===== config.mk =====
export PLATFORM = sky130hd
export DESIGN_NAME = bus_controller
export DESIGN_NICKNAME = d
export VERILOG_FILES = /design/src/rtl/bus_controller.sv
export SDC_FILE = /design/constraint.sdc
export NUM_CORES = 1
export LEC_CHECK = 0
export ABC_AREA = 1
export ABC_CLOCK_PERIOD_IN_PS = 1250
export CAP_MARGIN = 10
export CORE_UTILIZATION = 35
export CTS_CLUSTER_SIZE = 8
export DETAILED_ROUTE_END_ITERATION = 10
export PLACE_DENSITY = 0.85
export REMOVE_ABC_BUFFERS = 1
export SETUP_SLACK_MARGIN = 0.5
export SLEW_MARGIN = 20
export SYNTH_ARGS = -nofsm -noshare
export SYNTH_HDL_FRONTEND = slang
export SYNTH_SLANG_ARGS = --single-unit

===== constraint.sdc =====
create_clock -name CLK -period 1.25 [get_ports CLK]
set_input_delay 0.125 -clock CLK [delete_from_list [all_inputs] [get_ports CLK]]
set_output_delay 0.125 -clock CLK [all_outputs]
set_load 0.02 [all_outputs]

===== src/rtl/bus_controller.sv =====
// -----------------------------------------------------------------------------
// bus_controller
//   68000 glue logic for the system CPLD. It decodes ADDR/FC into chip selects
//   and generates DTACK with a per-region wait-state count. For the first
//   BOOT_CYCLES bus cycles after reset it overlays the boot ROM on every
//   non-IACK address. It also encodes up to seven interrupt requests onto IPL
//   and answers IACK cycles either with a vectored acknowledge or an
//   autovector request.
//
//   Optional feature macro: BUS_CONTROLLER_WATCHDOG_EN
//     defined   : an 8-bit watchdog raises BERR when a cycle stays unanswered.
//     undefined : BERR is tied high, and an unmatched access hangs the bus.
//
// Ports
//   CLK, RST              clock; synchronous reset, active low
//   ADDR[23:1]            CPU address bus
//   AS, UDS, LDS          CPU strobes, active low
//   RW                    1 = read (not needed for decode)
//   FC[2:0]               function code; 3'b111 = CPU space / IACK
//   IRQ_N[N_IRQ-1:0]      interrupt requests, active low; bit i is level i+1
//   DTACK_EXT             acknowledge from IO/EXP devices, active low
//   ROM/RAM/IO/EXP_CS_N   chip selects, active low
//   DTACK, BERR, VPA      CPU cycle terminations, active low
//   IPL[2:0]              active-low interrupt priority level to the CPU
//   IACK_N                vectored interrupt acknowledge, active low
//   BOOT_DONE             high once the boot overlay has finished
//   state_dbg_o[1:0]      current bus FSM state, for observation
//
// Bus handshake:
//   AS low opens a cycle. The controller answers exactly once, with DTACK,
//   VPA or BERR. It holds that answer until AS returns high. On the clock
//   edge that samples AS high, every termination drops and the FSM goes
//   back to IDLE.
// -----------------------------------------------------------------------------
module bus_controller #(
  parameter int         N_IRQ       = 7,
  parameter logic [6:0] VEC_MASK    = 7'h01,
  parameter int         BOOT_CYCLES = 4,
  parameter logic [3:0] ROM_BASE    = 4'hE,
  parameter logic [3:0] IO_BASE     = 4'hC,
  parameter logic [3:0] RAM_TOP     = 4'h1,
  parameter logic [3:0] EXP_TOP     = 4'h9,
  parameter int         ROM_WAIT    = 2,
  parameter int         RAM_WAIT    = 0,
  parameter int         BERR_CYCLES = 255
) (
  input  logic             CLK,
  input  logic             RST,
  input  logic [23:1]      ADDR,
  input  logic             AS,
  input  logic             UDS,
  input  logic             LDS,
  input  logic             RW,
  input  logic [2:0]       FC,
  input  logic [N_IRQ-1:0] IRQ_N,
  input  logic             DTACK_EXT,
  output logic             ROM_CS_N,
  output logic             RAM_CS_N,
  output logic             IO_CS_N,
  output logic             EXP_CS_N,
  output logic             DTACK,
  output logic             BERR,
  output logic             VPA,
  output logic [2:0]       IPL,
  output logic             IACK_N,
  output logic             BOOT_DONE,
  output logic [1:0]       state_dbg_o
);

  typedef enum logic [1:0] {S_IDLE, S_WAIT, S_ACK, S_BERR} state_t;
  typedef enum logic [2:0] {R_NONE, R_ROM, R_RAM, R_IO, R_EXP, R_IACK} region_t;

  localparam int BOOT_W = (BOOT_CYCLES < 2) ? 1 : $clog2(BOOT_CYCLES + 1);
  // VEC_BY_LVL[L] is the vector-mask bit for interrupt level L. Bit 0 is unused.
  localparam logic [7:0] VEC_BY_LVL = {VEC_MASK, 1'b0};
  // The entry edge already counts as one cycle, so the preload is one less
  // than the wait count. This keeps the total latency at WAIT+1 edges.
  localparam logic [3:0] ROM_LOAD = (ROM_WAIT > 0) ? 4'(ROM_WAIT - 1) : 4'd0;
  localparam logic [3:0] RAM_LOAD = (RAM_WAIT > 0) ? 4'(RAM_WAIT - 1) : 4'd0;

  state_t              state_q, state_d;
  logic [3:0]          wcnt_q, wcnt_d;
  logic [BOOT_W-1:0]   boot_q, boot_d;
  logic                boot_done_q, boot_done_d;
  logic [2:0]          ipl_q, ipl_d;
  logic                as_q;
  region_t             region;
  logic                iack_vec, iack_auto, start, any_ds;
  logic [2:0]          irq_lvl;

  // Decode the region from the current address and function code.
  always_comb begin
    region = R_NONE;
    if (FC == 3'b111) begin
      if (ADDR[3:1] != 3'd0 && {29'd0, ADDR[3:1]} <= 32'(N_IRQ)) region = R_IACK;
    end else if (!boot_done_q) begin
      region = R_ROM;
    end else if (ADDR[23:20] == ROM_BASE) begin
      region = R_ROM;
    end else if (ADDR[23:20] == IO_BASE) begin
      region = R_IO;
    end else if (ADDR[23:20] < RAM_TOP) begin
      region = R_RAM;
    end else if (ADDR[23:20] < EXP_TOP) begin
      region = R_EXP;
    end
  end

  assign iack_vec  = (region == R_IACK) &&  VEC_BY_LVL[ADDR[3:1]];
  assign iack_auto = (region == R_IACK) && !VEC_BY_LVL[ADDR[3:1]];
  assign any_ds    = !UDS || !LDS;
  // A cycle starts only on a fresh AS assertion. If a reset arrives while
  // AS is held low, the cycle is abandoned until the CPU releases AS.
  assign start     = !AS && as_q;

  assign ROM_CS_N = !(!AS && region == R_ROM && any_ds);
  assign RAM_CS_N = !(!AS && region == R_RAM && any_ds);
  assign IO_CS_N  = !(!AS && region == R_IO && !LDS);
  assign EXP_CS_N = !(!AS && region == R_EXP);
  assign IACK_N   = !(!AS && iack_vec);

`ifdef BUS_CONTROLLER_WATCHDOG_EN
  logic [7:0] wd_q, wd_d;
`endif

  // Bus FSM next state.
  always_comb begin
    state_d = state_q;
    wcnt_d  = wcnt_q;
    case (state_q)
      S_IDLE: begin
        wcnt_d = 4'd0;
        if (start) begin
          state_d = S_WAIT;
          if (region == R_ROM) begin
            if (ROM_WAIT == 0) state_d = S_ACK;
            else wcnt_d = ROM_LOAD;
          end else if (region == R_RAM) begin
            if (RAM_WAIT == 0) state_d = S_ACK;
            else wcnt_d = RAM_LOAD;
          end
        end
      end
      S_WAIT: begin
        if (AS) begin
          state_d = S_IDLE;
        end else begin
          case (region)
            R_ROM, R_RAM: begin
              if (wcnt_q == 4'd0) state_d = S_ACK;
              else wcnt_d = wcnt_q - 4'd1;
            end
            R_IO, R_EXP: if (!DTACK_EXT) state_d = S_ACK;
            R_IACK:      if (iack_auto || !DTACK_EXT) state_d = S_ACK;
            default: ;  // unmatched: only the watchdog can end it
          endcase
        end
      end
      S_ACK, S_BERR: if (AS) state_d = S_IDLE;
      default: state_d = S_IDLE;
    endcase
`ifdef BUS_CONTROLLER_WATCHDOG_EN
    // The start edge is the first tick, so BERR lands BERR_CYCLES edges
    // after AS is first seen low. An acknowledge in the same edge wins.
    wd_d = wd_q;
    if (state_q == S_IDLE) begin
      wd_d = start ? 8'd1 : 8'd0;
    end else if (state_q == S_WAIT) begin
      wd_d = wd_q + 8'd1;
      if (state_d == S_WAIT && wd_d == 8'(BERR_CYCLES)) state_d = S_BERR;
    end
`endif
  end

  // The boot overlay counts completed cycles, marked by AS rising.
  always_comb begin
    boot_d      = boot_q;
    boot_done_d = boot_done_q;
    if (AS && !as_q && !boot_done_q) begin
      boot_d = boot_q + BOOT_W'(1);
      if (boot_d == BOOT_W'(BOOT_CYCLES)) boot_done_d = 1'b1;
    end
  end

  // The highest requesting level wins.
  always_comb begin
    irq_lvl = 3'd0;
    for (int i = 0; i < N_IRQ; i++) begin
      if (!IRQ_N[i]) irq_lvl = 3'(i + 1);
    end
    ipl_d = ~irq_lvl;
  end

  always_ff @(posedge CLK) begin
    if (!RST) begin
      state_q     <= S_IDLE;
      wcnt_q      <= 4'd0;
      boot_q      <= '0;
      boot_done_q <= 1'b0;
      ipl_q       <= 3'b111;
    end else begin
      state_q     <= state_d;
      wcnt_q      <= wcnt_d;
      boot_q      <= boot_d;
      boot_done_q <= boot_done_d;
      ipl_q       <= ipl_d;
    end
  end

  // AS is tracked through reset as well. This stops a strobe still low at
  // reset release from looking like a new cycle, and stops AS held high from
  // being counted as a rising edge.
  always_ff @(posedge CLK) as_q <= AS;

`ifdef BUS_CONTROLLER_WATCHDOG_EN
  always_ff @(posedge CLK) begin
    if (!RST) wd_q <= 8'd0;
    else      wd_q <= wd_d;
  end
  assign BERR = !(state_q == S_BERR);
`else
  assign BERR = 1'b1;
`endif

  assign DTACK       = !(state_q == S_ACK && !iack_auto);
  assign VPA         = !(state_q == S_ACK &&  iack_auto);
  assign IPL         = ipl_q;
  assign BOOT_DONE   = boot_done_q;
  assign state_dbg_o = state_q;

  logic unused_ok;
  assign unused_ok = ^{RW, ADDR[19:4]};

endmodule

Word level (Yosys, flattened, before mapping)
Memory sizes are Yosys's and may differ from the RTL's.
Cells that the tools add are included.
{"block": "op_classes", "muxes": 31, "multipliers": 0, "reduce_logical": 42, "n_lt_le_gt_ge": 3, "n_shift": 0, "bitwise_logic": 1, "n_div": 0, "eq_ne": 21, "addsub": 2}
{"operator": "$mux 3", "n": 13}
{"operator": "$mux 2", "n": 8}
{"operator": "$logic_and 1x1->1", "n": 15}
{"operator": "$logic_not 1->1", "n": 15}
{"operator": "$eq 3x3->1 const B", "n": 4}
{"operator": "$mux 4", "n": 3}
{"operator": "$ne 4x4->1 const B", "n": 3}
{"operator": "$pmux 2 s3", "n": 2}
{"operator": "$eq 4x4->1 const B", "n": 2}
{"operator": "$ne 2x2->1 const B", "n": 4}
{"operator": "$pmux 4 s2", "n": 1}
{"operator": "$eq 3x2->1 const B", "n": 2}
{"operator": "$reduce_and 6->1", "n": 1}
{"operator": "$reduce_or 2->1", "n": 3}
{"operator": "$ne 5x3->1 const B", "n": 1}
{"operator": "$eq 2x2->1 const B", "n": 2}
{"operator": "$logic_not 4->1", "n": 1}
{"operator": "$lt 3x4->1 const B", "n": 1}
{"operator": "$lt 4x1->1 const B", "n": 1}
{"operator": "$lt 4x4->1 const B", "n": 1}
{"operator": "$mux 1", "n": 4}
{"operator": "$reduce_and 4->1", "n": 1}
{"operator": "$sub 4x1->4 const B", "n": 1}
{"operator": "$add 3x1->3 const B", "n": 1}
{"operator": "9 further kinds", "n": 10}
{"block": "totals", "romBits": 8, "in_bits": 40, "mem_bits_rw": 0, "memories": 1, "latch_bits": 0, "register_bits": 14}
{"name": "(no name shown)", "words": 8, "width": 1, "read_ports": 1, "rd_ports_with_merged_regs": 0, "write_ports": 0, "line_no": "110", "rtl": "assign iack_auto = (region == R_IACK) && !VEC_BY_LVL[ADDR[3:1]];"}

Depth between registers and ports, before layout
{"block": "depth", "depth_word": 14, "depth_mapped": 13, "ltp_nobuf": 13}

Worst setup path after synthesis
Ideal clock, no wire load.
{"block": "synth_path", "kind": "reg2reg", "start": "reg state_q[0], in the netlist state_dbg_o[0]", "end": "reg state_q[1], in the netlist state_dbg_o[1]", "n_path_buf": 0, "period_less_slack_ns": 1.418, "path_stages_with_launch": 10, "slack_ns": -0.168, "setup_time_ns": 0.116, "t_required_ns": 1.134, "t_arrival_ns": 1.302, "cell_sequence": "dfxtp_1 -> inv_1 -> nor2_1 -> nand2_1 -> inv_1 -> nand3_1 -> nor2_1 -> nor2_2 -> a21oi_1 -> nor2_1"}
{"block": "synth_between", "elab_chain_cells": 4}
{"item": "start: declaration", "line_no": "81", "rtl": "state_t state_q, state_d;"}
{"item": "start signal: assignment", "line_no": "202", "rtl": "state_q <= state_d;"}
{"item": "$eq 2x2->1", "line_no": "130", "rtl": "case (state_q)"}
{"item": "$reduce_or 2->1", "line_no": "130"}
{"item": "$ne 2x2->1 (no line)"}
{"item": "$reduce_and 6->1 (no line)"}
Parallel ways exist; a longest one is shown, timed or not.
A chain may end at the register's enable or synchronous reset.

Final worst setup path
{"block": "layout_path", "start": "reg boot_done_q, in the netlist BOOT_DONE", "end": "out IO_CS_N"}
{"block": "layout_between", "elab_chain_cells": 6}
{"item": "start: declaration", "line_no": "84", "rtl": "logic boot_done_q, boot_done_d;"}
{"item": "start signal: assignment", "line_no": "205", "rtl": "boot_done_q <= boot_done_d;"}
{"item": "$mux 3", "line_no": "96", "rtl": "end else if (!boot_done_q) begin"}
{"item": "$mux 3", "line_no": "94", "rtl": "if (FC == 3'b111) begin"}
{"item": "$eq 3x2->1", "line_no": "118", "rtl": "assign IO_CS_N = !(!AS && region == R_IO && !LDS);"}
{"item": "$logic_and 1x1->1 (2 in a row)", "line_no": "118"}
{"item": "$logic_not 1->1", "line_no": "118"}
{"item": "end: declaration", "line_no": "59", "rtl": "output logic IO_CS_N,"}
Every way passes these cells.

==> metrics.csv <==
stage,metric,value,unit
place,placed cells,246,
clocking,total CTS buffers,3,
timing,f_max,702,MHz
final_layout,Non-Filler Instances,255,
grt,Total GRT Usage,0.182,
clocking,clock root buffer,clkbuf_4,
power_and_ir_drop,Leak Pwr,0.910,nW
critical_path,reg2reg start,BOOT_DONE,
floorplan,num rows,19,
final_layout,diodes inserted,0,
synth,Post-Syn Area per Cell,6.53,um^2
route,Vias/cell,4.96,
final_layout,# nets final,269,
timing,fin. max-slew vios,0,
final_layout,area grow syn2layout,79.9,%
floorplan,Core ar.,0.00276,mm^2
final_layout,share of post-route cells with drive strength above 1,0.513,
grt,antenna violations before repair,0,
synth,synthesized area,0.00103,mm^2
route,via count,1264,
critical_path,Top delay family on crit path,simple AND/OR/NAND/NOR gates,
place,Placer Congestion,0.769,
critical_path,CP required,1.12,ns
critical_path,FF-to-FF setup slack,-0.10,ns
worst_hold_path,min-delay src,IRQ_N[3],
run_status,outcome,"complete, but fails checks",
synth,Cells after Synth,157,
timing,worst clock skew,0.00143,ns
synth,sequential element share of the synthesized area,0.273,
floorplan,io pins,54,
grt,GRT Residual Overflow,0,
grt,vias in the first global route,1122,
timing,endpoints failing setup,10,
timing,final hold vios,0,
timing,period utilisation layout,1.14,
job,Max Cap Violations,0,
place,HPWL Detailed,1980,um
grt,largest net degree at the start of global routing,9,
clocking,Clock transition at path regs,0.09,ns
route,drt drc,0,
critical_path,CP Launch Type,register,
critical_path,"Buf+Inv Stages, Crit Path",1,
synth,Post-synth EDFFs,0,
timing,fin crit period,1.42,ns
critical_path,CP cell instances,"nand4_1, or3_1, buf_6",
critical_path,"Data arrival, critical path",1.30,ns
power_and_ir_drop,Worst VDD drop,0.909,mV
worst_hold_path,Hold WC Path Type,in -> reg,
route,drt initial violations,20,
timing,unrepaired setup endpoints after global routing,true,
clocking,CTS H-tree depth,1,
critical_path,R2R depth,12,
grt,global-route wire length before repair,4520,um
final_layout,design area,0.00185,mm^2
floorplan,starting density of the core,0.372,
route,antenna-violating nets left,0,
power_and_ir_drop,total power draw,2.50,mW
worst_hold_path,WHS Path Cells,3,
floorplan,Die Y,56.1,um
clocking,worst skew pair latency,0.28,ns
clocking,Clock Sinks,14,
critical_path,Crit Path Category,reg -> out,
timing,post-route setup TNS,-0.823,ns
final_layout,layout filler cell count,225,
clocking,TritonCTS clock tree,yes,
critical_path,max incr delay on CP,0.39,ns
timing,setup ws final,-0.174,ns
floorplan,Die ar.,0.00315,mm^2
critical_path,CP Capture Type,output port,
clocking,Max clock buf depth,2,
route,Initial DRT Pass Iterations,4,
place,Buffers on Ports,35,
final_layout,"Core Util, Final",0.669,
place,DP Area,0.00159,mm^2
run_status,failing checks,setup timing,
synth,Ys Warns,0,
route,drt wl/cell,11.5,um
critical_path,Reg-to-Reg End,wcnt_q[0],
critical_path,CP max stage cell,dfxtp_4,
critical_path,"critical path fanouts, max",6,
synth,Unique masters post-synth,28,
synth,Synth async-reset ratio,0,
route,final WL,2930,um
floorplan,DIE WIDTH,56.1,um
worst_hold_path,Worst Hold End,IPL[2],
synth,Most used DFF post-synth,dfxtp_1,
power_and_ir_drop,PwrDens,1350,mW/mm^2
synth,register bit count reported by yosys,14,
==> kinds of logic (layout without fill, tap and decap cells) <==
group / Yosys count / in the layout / synth area share
buffers and inverters: 32 / 99 / 0.121
AO/OA/AOI/OAI: 20 / 20 / 0.109
flip-flops: 14 / 14 / 0.273
AND/OR/NAND/NOR: 83 / 83 / 0.419
XOR/XNOR: 3 / 3 / 0.0256
adder cells (fa/ha/maj): 4 / 4 / 0.0488
other: 1 / 1 / 0.00366
==> cell usage after synthesis, types with 2 or more instances <==
cell	number	area, um^2
xor2_1	2	17.5
nor2_1	15	56.3
o21ai_0	3	15.0
nand3_2	3	30.0
nor3_1	3	15.0
ha_1	4	50.1
inv_2	6	22.5
nand4_1	5	31.3
inv_1	24	90.1
nor2_2	2	12.5
a21oi_1	10	50.1
nand2_2	6	37.5
dfxtp_1	14	280
o22ai_1	2	12.5
nor2_4	3	33.8
nand3_1	13	65.1
nand2_4	3	33.8
nand2_1	29	109
==> worst register-to-register path, cell delays in order (launching register included) <==
cell,delay (ns)
dfxtp_4,0.37
nand2_1,0.08
nand2_2,0.06
nand2_4,0.09
nand2_2,0.05
inv_2,0.06
buf_6,0.10
nand2_4,0.06
nand2_4,0.11
nand2_8,0.07
nand2_4,0.07
nand2_1,0.05
a21oi_1,0.11
==> layout by cell type (no fill, tap or decap), drive strengths merged <==
cell	count
o21a	1
ha	4
dfxtp	14
clkinv	1
nand4	5
a21oi	10
nor3	3
xor2	2
clkbuf	6
dlygate4sd2	2
buf	48
or3	1
dlymetal6s2s	4
nand2	38
clkdlybuf4s15	2
conb	1
a21boi	1
nand3	16
o211ai	1
inv	30
o21ai	4
clkdlybuf4s50	6
xnor2	1
o22ai	2
nor2	20
a31oi	1
==> power by group <==
| part | switching (mW) | total, mW | leakage, nW | internal, mW |
|---|---|---|---|---|
| Sequential | 0.0776 | 0.623 | 0.118 | 0.545 |
| Clock | 0.154 | 0.331 | 0.0210 | 0.177 |
| Combinational | 0.801 | 1.54 | 0.771 | 0.742 |
| Total | 1.03 | 2.50 | 0.910 | 1.46 |
==> cell type report <==
cell class                 count  area [um^2]  area share
multi-input combinational    111          759       0.412
sequential                    14          297       0.161
tap                           31         38.8      0.0210
clock buffer                   4         36.3      0.0197
inverter                      31          119      0.0644
timing repair buffer          64          596       0.323
==> worst max-delay path by stage <==
stage                   startpoint              to  slack, ns  cells past startpoint
detailed placement        ADDR[20]         IO_CS_N      -0.71                      7
global placement          ADDR[20]         IO_CS_N      -0.68                      7
floorplan           state_dbg_o[0]  state_dbg_o[1]      -0.17                      9
finish                   BOOT_DONE         IO_CS_N      -0.17                      3
global route             BOOT_DONE         IO_CS_N      -0.21                      3
CTS                      BOOT_DONE         IO_CS_N      -0.12                      3
==> sequential cells by signal (all words and copies together) (netlist names) <==
register / count
state_dbg_o: 2
wcnt_q: 4
as_q: 1
boot_q: 3
IPL: 3
BOOT_DONE: 1
==> metrics by stage <==
stage / hold WS [ns] / worst slack (ns)
floorplan: 0.153 / -0.168
global placement: 0.461 / -0.683
detailed placement: 0.480 / -0.714
CTS: 0.311 / -0.116
global route: 0.157 / -0.212
finish: 0.131 / -0.174
==> what timing repair did <==
action | in CTS | in global routing
endpoints found under the setup margin | 24 | 24
resized for setup | 136 | 41
pin swaps | 24 | 23
buffers inserted | 3 | 2
hold buffers | 0 | 0
endpoints found under the hold margin | 0 | 0
==> per-layer routing <==
metal	share of wire	GRT usage	wire (um)	vias to the layer above
met1	0.40	0.205	1170	568
met4	0.038	0.143	112	0
met3	0.059	0.0279	174	13
met2	0.50	0.304	1470	50
li1	-	-	-	633
met5	0	0	0	-
Note: power is estimated with default switching activity, not from simulation.
